==> config.mk <==
export PLATFORM = sky130hd
export DESIGN_NAME = adc_spi_cmd_seq
export DESIGN_NICKNAME = d
export VERILOG_FILES = /design/src/rtl/adc_spi_seq_pkg.sv /design/src/rtl/adc_spi_seq_table.sv /design/src/rtl/adc_spi_cmd_seq.sv
export SDC_FILE = /design/constraint.sdc
export NUM_CORES = 1
export LEC_CHECK = 0
export ABC_AREA = 1
export BUFFER_PORTS_ARGS = -buffer_cell sky130_fd_sc_hd__buf_2
export CAP_MARGIN = 20
export CORE_ASPECT_RATIO = 1.25
export CORE_MARGIN = 2
export CORE_UTILIZATION = 50
export CTS_CLUSTER_SIZE = 40
export DETAILED_ROUTE_END_ITERATION = 16
export HOLD_SLACK_MARGIN = 0.15
export PLACE_DENSITY_LB_ADDON = 0.15
export SLEW_MARGIN = 20
export SYNTH_ARGS = -nofsm -noshare
export SYNTH_HDL_FRONTEND = slang
export SYNTH_SLANG_ARGS = --single-unit
==> constraint.sdc <==
create_clock -name aclk -period 4.1 [get_ports aclk]
set_clock_uncertainty 0.1 [all_clocks]
set_input_delay 0.205 -clock aclk [delete_from_list [all_inputs] [get_ports aclk]]
set_output_delay 0.205 -clock aclk [all_outputs]
set_load 0.005 [all_outputs]
==> src/rtl/adc_spi_seq_pkg.sv <==
// -----------------------------------------------------------------------------
// adc_spi_seq_pkg
// Shared definitions for the ADC SPI command sequencer:
//   - seq_state_e  : sequencer FSM states
//   - WORD_W_DEF   : default command word width
//   - DEF_TABLE    : power-on contents of the command table (entries 0..3)
//   - def_entry()  : default value for any table index (0 beyond entry 3)
// -----------------------------------------------------------------------------
package adc_spi_seq_pkg;

    localparam int WORD_W_DEF  = 16;
    localparam int DEF_ENTRIES = 4;

    // Packed so that DEF_TABLE[0] is the first word sent after reset.
    localparam logic [DEF_ENTRIES-1:0][15:0] DEF_TABLE = {
        16'h0400, 16'h0302, 16'h0201, 16'h0100
    };

    typedef enum logic [1:0] {
        ST_IDLE = 2'd0,
        ST_SEND = 2'd1,
        ST_GAP  = 2'd2,
        ST_FIN  = 2'd3
    } seq_state_e;

    function automatic logic [15:0] def_entry(input int unsigned idx);
        if (idx < DEF_ENTRIES) begin
            return DEF_TABLE[idx[1:0]];
        end
        return 16'h0000;
    endfunction

endpackage

==> src/rtl/adc_spi_seq_table.sv <==
// -----------------------------------------------------------------------------
// adc_spi_seq_table
// Command word table: register array that resets to the package defaults,
// one synchronous write port and one combinational read port.
// Ports:
//   aclk, aresetn : clock, asynchronous active-low reset
//   we, waddr, wdata : write strobe / index / data (applied on rising aclk)
//   raddr, rdata  : combinational read
// -----------------------------------------------------------------------------
module adc_spi_seq_table
    import adc_spi_seq_pkg::*;
#(
    parameter int WORD_W = WORD_W_DEF,
    parameter int DEPTH  = 4,
    parameter int AW     = $clog2(DEPTH)
) (
    input  logic              aclk,
    input  logic              aresetn,
    input  logic              we,
    input  logic [AW-1:0]     waddr,
    input  logic [WORD_W-1:0] wdata,
    input  logic [AW-1:0]     raddr,
    output logic [WORD_W-1:0] rdata
);

    logic [WORD_W-1:0] mem_q [DEPTH];
    logic [WORD_W-1:0] mem_d [DEPTH];

    always_comb begin
        mem_d = mem_q;
        if (we) begin
            mem_d[waddr] = wdata;
        end
    end

    always_ff @(posedge aclk or negedge aresetn) begin
        if (!aresetn) begin
            for (int i = 0; i < DEPTH; i++) begin
                mem_q[i] <= WORD_W'(def_entry(unsigned'(i)));
            end
        end else begin
            mem_q <= mem_d;
        end
    end

    // DEPTH is a power of two, so every raddr value is a valid entry.
    assign rdata = mem_q[raddr];

endmodule

==> src/rtl/adc_spi_cmd_seq.sv <==
// -----------------------------------------------------------------------------
// adc_spi_cmd_seq
// Plays a table of SPI command words to a downstream shifter over an
// AXI-Stream style handshake, with a fixed idle gap between words.
// Optional feature macro: ADC_SPI_SEQ_AUTOSTART_EN -- when defined, one
// full-length (DEPTH words) sequence launches on the first aclk after reset.
// Ports:
//   aclk, aresetn       : clock, asynchronous active-low reset
//   start               : one-cycle launch pulse (ignored while busy)
//   cfg_we/addr/wdata   : table write port (ignored while busy)
//   cfg_len             : words per sequence, 0 or >DEPTH means DEPTH
//   m_tdata/m_tvalid    : command word out, m_tready from the shifter
//   busy                : sequence in progress
//   done                : one-cycle pulse after the last word is accepted
// -----------------------------------------------------------------------------
module adc_spi_cmd_seq
    import adc_spi_seq_pkg::*;
#(
    parameter int WORD_W  = WORD_W_DEF,
    parameter int DEPTH   = 4,
    parameter int GAP_CYC = 10
) (
    input  logic                     aclk,
    input  logic                     aresetn,
    input  logic                     start,
    input  logic                     cfg_we,
    input  logic [$clog2(DEPTH)-1:0] cfg_addr,
    input  logic [WORD_W-1:0]        cfg_wdata,
    input  logic [$clog2(DEPTH):0]   cfg_len,
    output logic [WORD_W-1:0]        m_tdata,
    output logic                     m_tvalid,
    input  logic                     m_tready,
    output logic                     busy,
    output logic                     done
);

    localparam int AW = $clog2(DEPTH);
    localparam int GW = $clog2(GAP_CYC + 2);
    localparam logic [AW:0] LEN_MAX = (AW + 1)'(DEPTH);

    seq_state_e        state_q, state_d;
    logic [AW-1:0]     idx_q, idx_d;
    logic [AW:0]       len_q, len_d;
    logic [GW-1:0]     gap_q, gap_d;
    logic [WORD_W-1:0] rd_word;
    logic              start_go;
    logic [AW:0]       len_req;
    logic [AW:0]       len_sat;
    logic              last_word;
    logic              tbl_we;

`ifdef ADC_SPI_SEQ_AUTOSTART_EN
    // Set while in reset, so it acts as a start pulse on the first edge after
    // release and then clears for good.
    logic auto_q;
    logic auto_d;

    assign auto_d = 1'b0;

    always_ff @(posedge aclk or negedge aresetn) begin
        if (!aresetn) begin
            auto_q <= 1'b1;
        end else begin
            auto_q <= auto_d;
        end
    end

    assign start_go = start | auto_q;
    assign len_req  = auto_q ? LEN_MAX : cfg_len;
`else
    assign start_go = start;
    assign len_req  = cfg_len;
`endif

    assign len_sat   = ((len_req == '0) || (len_req > LEN_MAX)) ? LEN_MAX : len_req;
    assign last_word = ({1'b0, idx_q} == (len_q - (AW + 1)'(1)));

    // The table is frozen while a sequence runs, which also keeps m_tdata
    // stable through back-pressure.
    assign busy   = (state_q == ST_SEND) || (state_q == ST_GAP);
    assign tbl_we = cfg_we & ~busy;

    adc_spi_seq_table #(
        .WORD_W (WORD_W),
        .DEPTH  (DEPTH),
        .AW     (AW)
    ) u_table (
        .aclk    (aclk),
        .aresetn (aresetn),
        .we      (tbl_we),
        .waddr   (cfg_addr),
        .wdata   (cfg_wdata),
        .raddr   (idx_q),
        .rdata   (rd_word)
    );

    always_ff @(posedge aclk or negedge aresetn) begin
        if (!aresetn) begin
            state_q <= ST_IDLE;
            idx_q   <= '0;
            len_q   <= LEN_MAX;
            gap_q   <= '0;
        end else begin
            state_q <= state_d;
            idx_q   <= idx_d;
            len_q   <= len_d;
            gap_q   <= gap_d;
        end
    end

    always_comb begin
        state_d  = state_q;
        idx_d    = idx_q;
        len_d    = len_q;
        gap_d    = gap_q;
        m_tvalid = 1'b0;
        done     = 1'b0;

        case (state_q)
            ST_IDLE: begin
                if (start_go) begin
                    len_d   = len_sat;
                    idx_d   = '0;
                    state_d = ST_SEND;
                end
            end
            ST_SEND: begin
                m_tvalid = 1'b1;
                if (m_tready) begin
                    if (last_word) begin
                        state_d = ST_FIN;
                    end else begin
                        idx_d   = idx_q + AW'(1);
                        gap_d   = '0;
                        state_d = (GAP_CYC == 0) ? ST_SEND : ST_GAP;
                    end
                end
            end
            ST_GAP: begin
                // gap_q counts 0..GAP_CYC-1, giving exactly GAP_CYC idle cycles.
                if (gap_q == GW'(GAP_CYC - 1)) begin
                    state_d = ST_SEND;
                end else begin
                    gap_d = gap_q + GW'(1);
                end
            end
            ST_FIN: begin
                done    = 1'b1;
                idx_d   = '0;
                state_d = ST_IDLE;
            end
            default: begin
                state_d = ST_IDLE;
            end
        endcase
    end

    assign m_tdata = m_tvalid ? rd_word : '0;

endmodule

* Yosys cells after proc, flatten, opt, wreduce, memory -nomap -nowiden
Index checks and enable logic that the tools add are counted.
** Operators by class
- $lt $le $gt $ge :: 4
- Multiplexer cells :: 23
- Bitwise gates (word level) :: 4
- Eq/ne operators :: 10
- Add/subtract/negate cells :: 3
- Reductions and logical operators :: 11
** Operators by type and width (count)
- 64-bit bitwise mux :: 1
- 16-bit two-way mux :: 4
- 16-bit binary-select mux with 2-bit select :: 1
- 16-bit demux with 2-bit select :: 1
- 2-bit two-way mux :: 6
- 4-bit two-way mux :: 3
- 2-bit inequality test (second input constant) :: 4
- 2-bit one-hot mux with 4 select lines :: 1
- 4-bit one-hot mux with 2 select lines :: 1
- 4-bit AND reduction :: 2
- 3-bit greater-or-equal comparator (second input constant) :: 2
- 2-bit NOT with 3-bit output :: 2
- 2-bit one-hot mux with 3 select lines :: 1
- 4-bit by 1-bit adder with 4-bit output (second input constant) :: 1
- 2-bit == test (second input constant) :: 2
- 4-bit == test (second input constant) :: 1
- 2-bit by 3-bit == test with 1-bit output :: 1
- 3-bit > comparator (second input constant) :: 1
- 3-bit zero test :: 1
- 3-bit by 1-bit less-than comparator with 1-bit output (second input constant) :: 1
- 1-bit two-way mux :: 3
- 3-bit two-way mux :: 1
- 3-bit AND reduction :: 1
- 3-bit nonzero test :: 1
- 11 further kinds :: 12
** Word-level totals
- Register bits :: 75
- Output and inout bits :: 19
- Logic and storage cells :: 63
- Input port bits :: 26

* Logic depth before layout (Yosys ltp)
- Depth in word-level cells :: 6
- Mapped depth :: 10
- Depth with buffers taken out :: 10

* Cells and area by module
Synthesis repeated with hierarchy kept, for this count alone.
** Second synthesis, totals
- Cells, all modules :: 615
- Area total of the unflattened synthesis :: 4424.2 sq um
** Modules (own cells, without submodules)
- adc_spi_seq_table :: instances 1, cells an instance 470, area an instance 3462.1 sq um
- adc_spi_cmd_seq :: instances 1, cells an instance 145, area an instance 962.2 sq um

* Worst setup path before layout
OpenSTA, ideal clock, no wires.
- Kind :: register -> register
- From :: register state_q[0]
- To :: register u_table.mem_q[22] (netlist name)
- Cell stages (with the launch flop) :: 8
- Arrival :: 1.330 ns
- Required time :: 3.869 ns
- Library setup time :: 0.131 ns
- Path slack :: 2.540 ns
- Clock period less this slack :: 1.560 ns
- Cell sequence :: dfrtp_1 > inv_1 > ha_1 > nor2_4 > nand3_1 > buf_2 > nand2_1 > o21ai_0
** On the way
- Longest elaborated chain between the ends :: 4
** RTL lines
- start: declaration :: RTL line adc_spi_cmd_seq.sv:41 : seq_state_e state_q, state_d;
- start signal: assignment :: RTL line adc_spi_cmd_seq.sv:104 : state_q <= state_d;
- 2-bit by 1-bit == test with 1-bit output / 2-bit == test (equally long branches) :: RTL line adc_spi_cmd_seq.sv:80 : assign busy = (state_q == ST_SEND) || (state_q == ST_GAP);
- 1-bit logical OR * :: RTL line adc_spi_cmd_seq.sv:80
- via busy :: RTL line adc_spi_cmd_seq.sv:33 : output logic busy,
- 1-bit NOT * :: RTL line adc_spi_cmd_seq.sv:81 : assign tbl_we = cfg_we & ~busy;
- 1-bit bitwise AND * :: RTL line adc_spi_cmd_seq.sv:81
- end signal: indexed assignment :: RTL line adc_spi_seq_table.sv:39 : mem_q[i] <= WORD_W'(def_entry(unsigned'(i)));
- end signal: assignment :: RTL line adc_spi_seq_table.sv:42 : mem_q <= mem_d;
- end: declaration :: RTL line adc_spi_seq_table.sv:26 : logic [WORD_W-1:0] mem_q [DEPTH];
Mark *: on every way through the listed nets, which the timed path passes. The rest lies on a longest branch.
A chain may end at the register's enable or synchronous reset.

* Final worst setup path
- From :: register idx_q[1]
- To :: output m_tdata[2]
** On the way
- Longest elaborated chain between the ends :: 5
** RTL lines
- start: declaration :: RTL line adc_spi_cmd_seq.sv:42 : logic [AW-1:0] idx_q, idx_d;
- start signal: assignment :: RTL line adc_spi_cmd_seq.sv:105 : idx_q <= idx_d;
- 2-bit NOT with 3-bit output (implied by the code) :: RTL line adc_spi_seq_table.sv:47 : assign rdata = mem_q[raddr];
- 16-bit binary-select mux with 2-bit select :: RTL line adc_spi_seq_table.sv:47
- 16-bit two-way mux (implied by the code) (2 in series) :: RTL line adc_spi_seq_table.sv:47
- 16-bit two-way mux :: RTL line adc_spi_cmd_seq.sv:158 : assign m_tdata = m_tvalid ? rd_word : '0;
- end: declaration :: RTL line adc_spi_cmd_seq.sv:30 : output logic [WORD_W-1:0] m_tdata,
Every way passes these cells. The select of a mux whose other input is x is not followed.

==> results.yml <==
run_status:
  status: "complete, no violations"
power:
  power_density_mw_per_mm2: 713
  p_leak_nw: 2.19
  vdd_ir_drop_max_uv: 444
  total_power_mw: 3.12
timing:
  setup_viol: 0
  hold_ws_ns: 0.231
  tns_ns: 0
  slew_headroom: 0.314
  worst-slew-pin-transition_ns: 1.03
  rsz0062_at_grt: "no"
  fmax_mhz: 394
  hold_viol: 0
  period_minus_slack_ns: 2.54
  layout_setup_ws_ns: 1.56
  fin_crit_sh: 0.618
  slew_viol_final: 0
final_layout:
  fin_nets: 553
  drive_above_1_share: 0.158
  final_area_mm2: 0.00438
  layout.cells.non_filler: 616
  utilization: 0.603
  num_antenna_cells: 0
  syn2layout_area_growth_pct: 18.2
  final_cell_mix: "nand2_1 (95), o21ai_0 (93), nor2_1 (74), dfrtp_1 (67), buf_2 (44)"
  final_common_cell: "nand2_1"
clocking:
  clock-sinks: 75
  htreeDepth: 3
  clk_path_buf_depth: 2
  cts_resized: 0
  cts-root-buf: "clkbuf_8"
  clk_pin_slew_worst_paths_ns: 0.08
  clk_latency_ns: 0.36
  cts_buffers: 9
  cts_tree: "built"
drt:
  first_iter_violations: 193
  totalWireLength_um: 8070
  vias: 3122
  firstDrtPassIters: 5
  routed_via_density: 5.07
  final_antenna_net_count: 0
  wl_per_cell_um: 13.1
  route.detailed.drc: 0
placed_design:
  place.port_buffers: 44
  gp_routability_congestion: 0.727
  dp_slack_ns: 1.74
  dpl.hpwl_um: 4970
  post_dp_cell_area_mm2: 0.00392
  dp.cells: 579
global_routing:
  met1_usage: 0.288
  gr-total-overflow: 0
  grt_pass1_vias: 2922
  grt.busiest_layer: "met2"
  gr-usage-met2: 0.360
  antenna_found_initial: 0
  grt_pass1_wl_um: 13500
  track_usage: 0.216
  grt_max_degree: 41
  use_met3: 0.0342
critical_path:
  path_class: "reg -> out"
  crit_required_ns: 3.80
  cp-end-kind: "primary output"
  critPathMaxStageDelay_ns: 0.89
  cp_max_fo: 20
  critPathArrivalTime_ns: 2.23
  start_kind: "flip-flop"
  worstPathCellList: "inv_2, nor2_1, o21ai_0, a21oi_1, buf_2"
  slowest_stage: "dfrtp_1"
synthesis:
  synth_ff_type: "dfrtp_1"
  synth_seq_cells: 75
  synthArstFlopShare: 1.00
  avgSynthCellArea_um2: 7.97
  ys_seq_area_frac: 0.509
  synthCells: 465
  netlist-cell-type-count: 22
  synth_area_mm2: 0.00371
  yosysWarnings: 0
  synth_enable_flop_cells: 0
  syn-num-nets: 499
die:
  dieArea_mm2: 0.00812
  core_region_area_mm2: 0.00727
  rows: 35
  die_h_um: 100
  die-width_um: 81.0
  ios: 45
  start_util: 0.510
min_path:
  worstHoldPathType: "in -> reg"
run:
  maxCapViolations: 0
cell usage after synthesis, types with 3 or more instances:
library cell,n,share of area
inv_1,39,0.039
dfstp_2,8,0.057
o21ai_0,93,0.13
nand2_1,96,0.097
clkbuf_1,9,0.0091
nand3_1,15,0.020
o21ai_1,9,0.012
nor2_1,74,0.075
a21oi_1,18,0.024
xnor2_1,3,0.0071
dfrtp_1,67,0.45
ha_1,8,0.027
buf_2,10,0.014
buf_6,5,0.015
where the power goes:
part           switching, mW  internal [mW]
Sequential             0.183           1.09
Combinational          0.707          0.454
Clock                  0.277          0.410
cell type report:
cell class / instances / area [um2]
fill: 705 / 2890
multi-input combinational: 325 / 1530
inverter: 41 / 154
clock inverter: 3 / 67.6
sequential: 75 / 1890
clock buffer: 13 / 179
tap: 92 / 115
timing repair buffer: 67 / 445
cell families after synthesis:
| family | synth area share |
|---|---|
| AND/OR/NAND/NOR | 0.207 |
| flip-flops | 0.509 |
| adder cells (fa/ha/maj) | 0.0270 |
| XOR/XNOR | 0.00709 |
| AO/OA/AOI/OAI | 0.171 |
| buffers and inverters | 0.0793 |
sequential cells by signal, indices dropped and copies added (netlist names):
name / cells
len_q: 3
u_table.mem_q: 64
gap_q: 4
state_q: 2
idx_q: 2
worst paths after layout:
path / start / end / slack (ns) / cells past startpoint
worst max register to register: state_q[0]$_DFFE_PN0P_ / u_table.mem_q[27]$_DFFE_PN0P_ / 1.67 / 5
max in group asynchronous: aresetn / u_table.mem_q[56]$_DFFE_PN1P_ / 2.48 / 3
worst max-delay path: idx_q[1]$_DFFE_PN0P_ / m_tdata[2] / 1.56 / 5
worst min-delay path: cfg_len[2] / len_q[1]$_DFFE_PN0P_ / 0.23 / 6
worst min register to register: u_table.mem_q[40]$_DFFE_PN0P_ / u_table.mem_q[40]$_DFFE_PN0P_ / 0.38 / 2
min in group asynchronous: aresetn / len_q[0]$_DFFE_PN0P_ / 0.40 / 2
routing by layer:
| layer | routed length, um | vias to the layer above |
|---|---|---|
| met3 | 217 | 9 |
| met1 | 3820 | 1474 |
| li1 | - | 1594 |
| met5 | 0 | - |
| met4 | 135 | 0 |
| met2 | 3900 | 45 |
worst max-delay path: cells and delay by family, from the launching register on:
kind / cells / cell delay, ns
AO/OA/AOI/OAI: 2 / 0.32
buffers and inverters: 2 / 0.51
flip-flops: 1 / 0.89
AND/OR/NAND/NOR: 1 / 0.16
timing repair:
item | in CTS | in global routing
hold buffers | 21 | 0
hold endpoints to repair | 102 | 0
buffers inserted | 0 | 0
(Power assumes the default switching activity.)
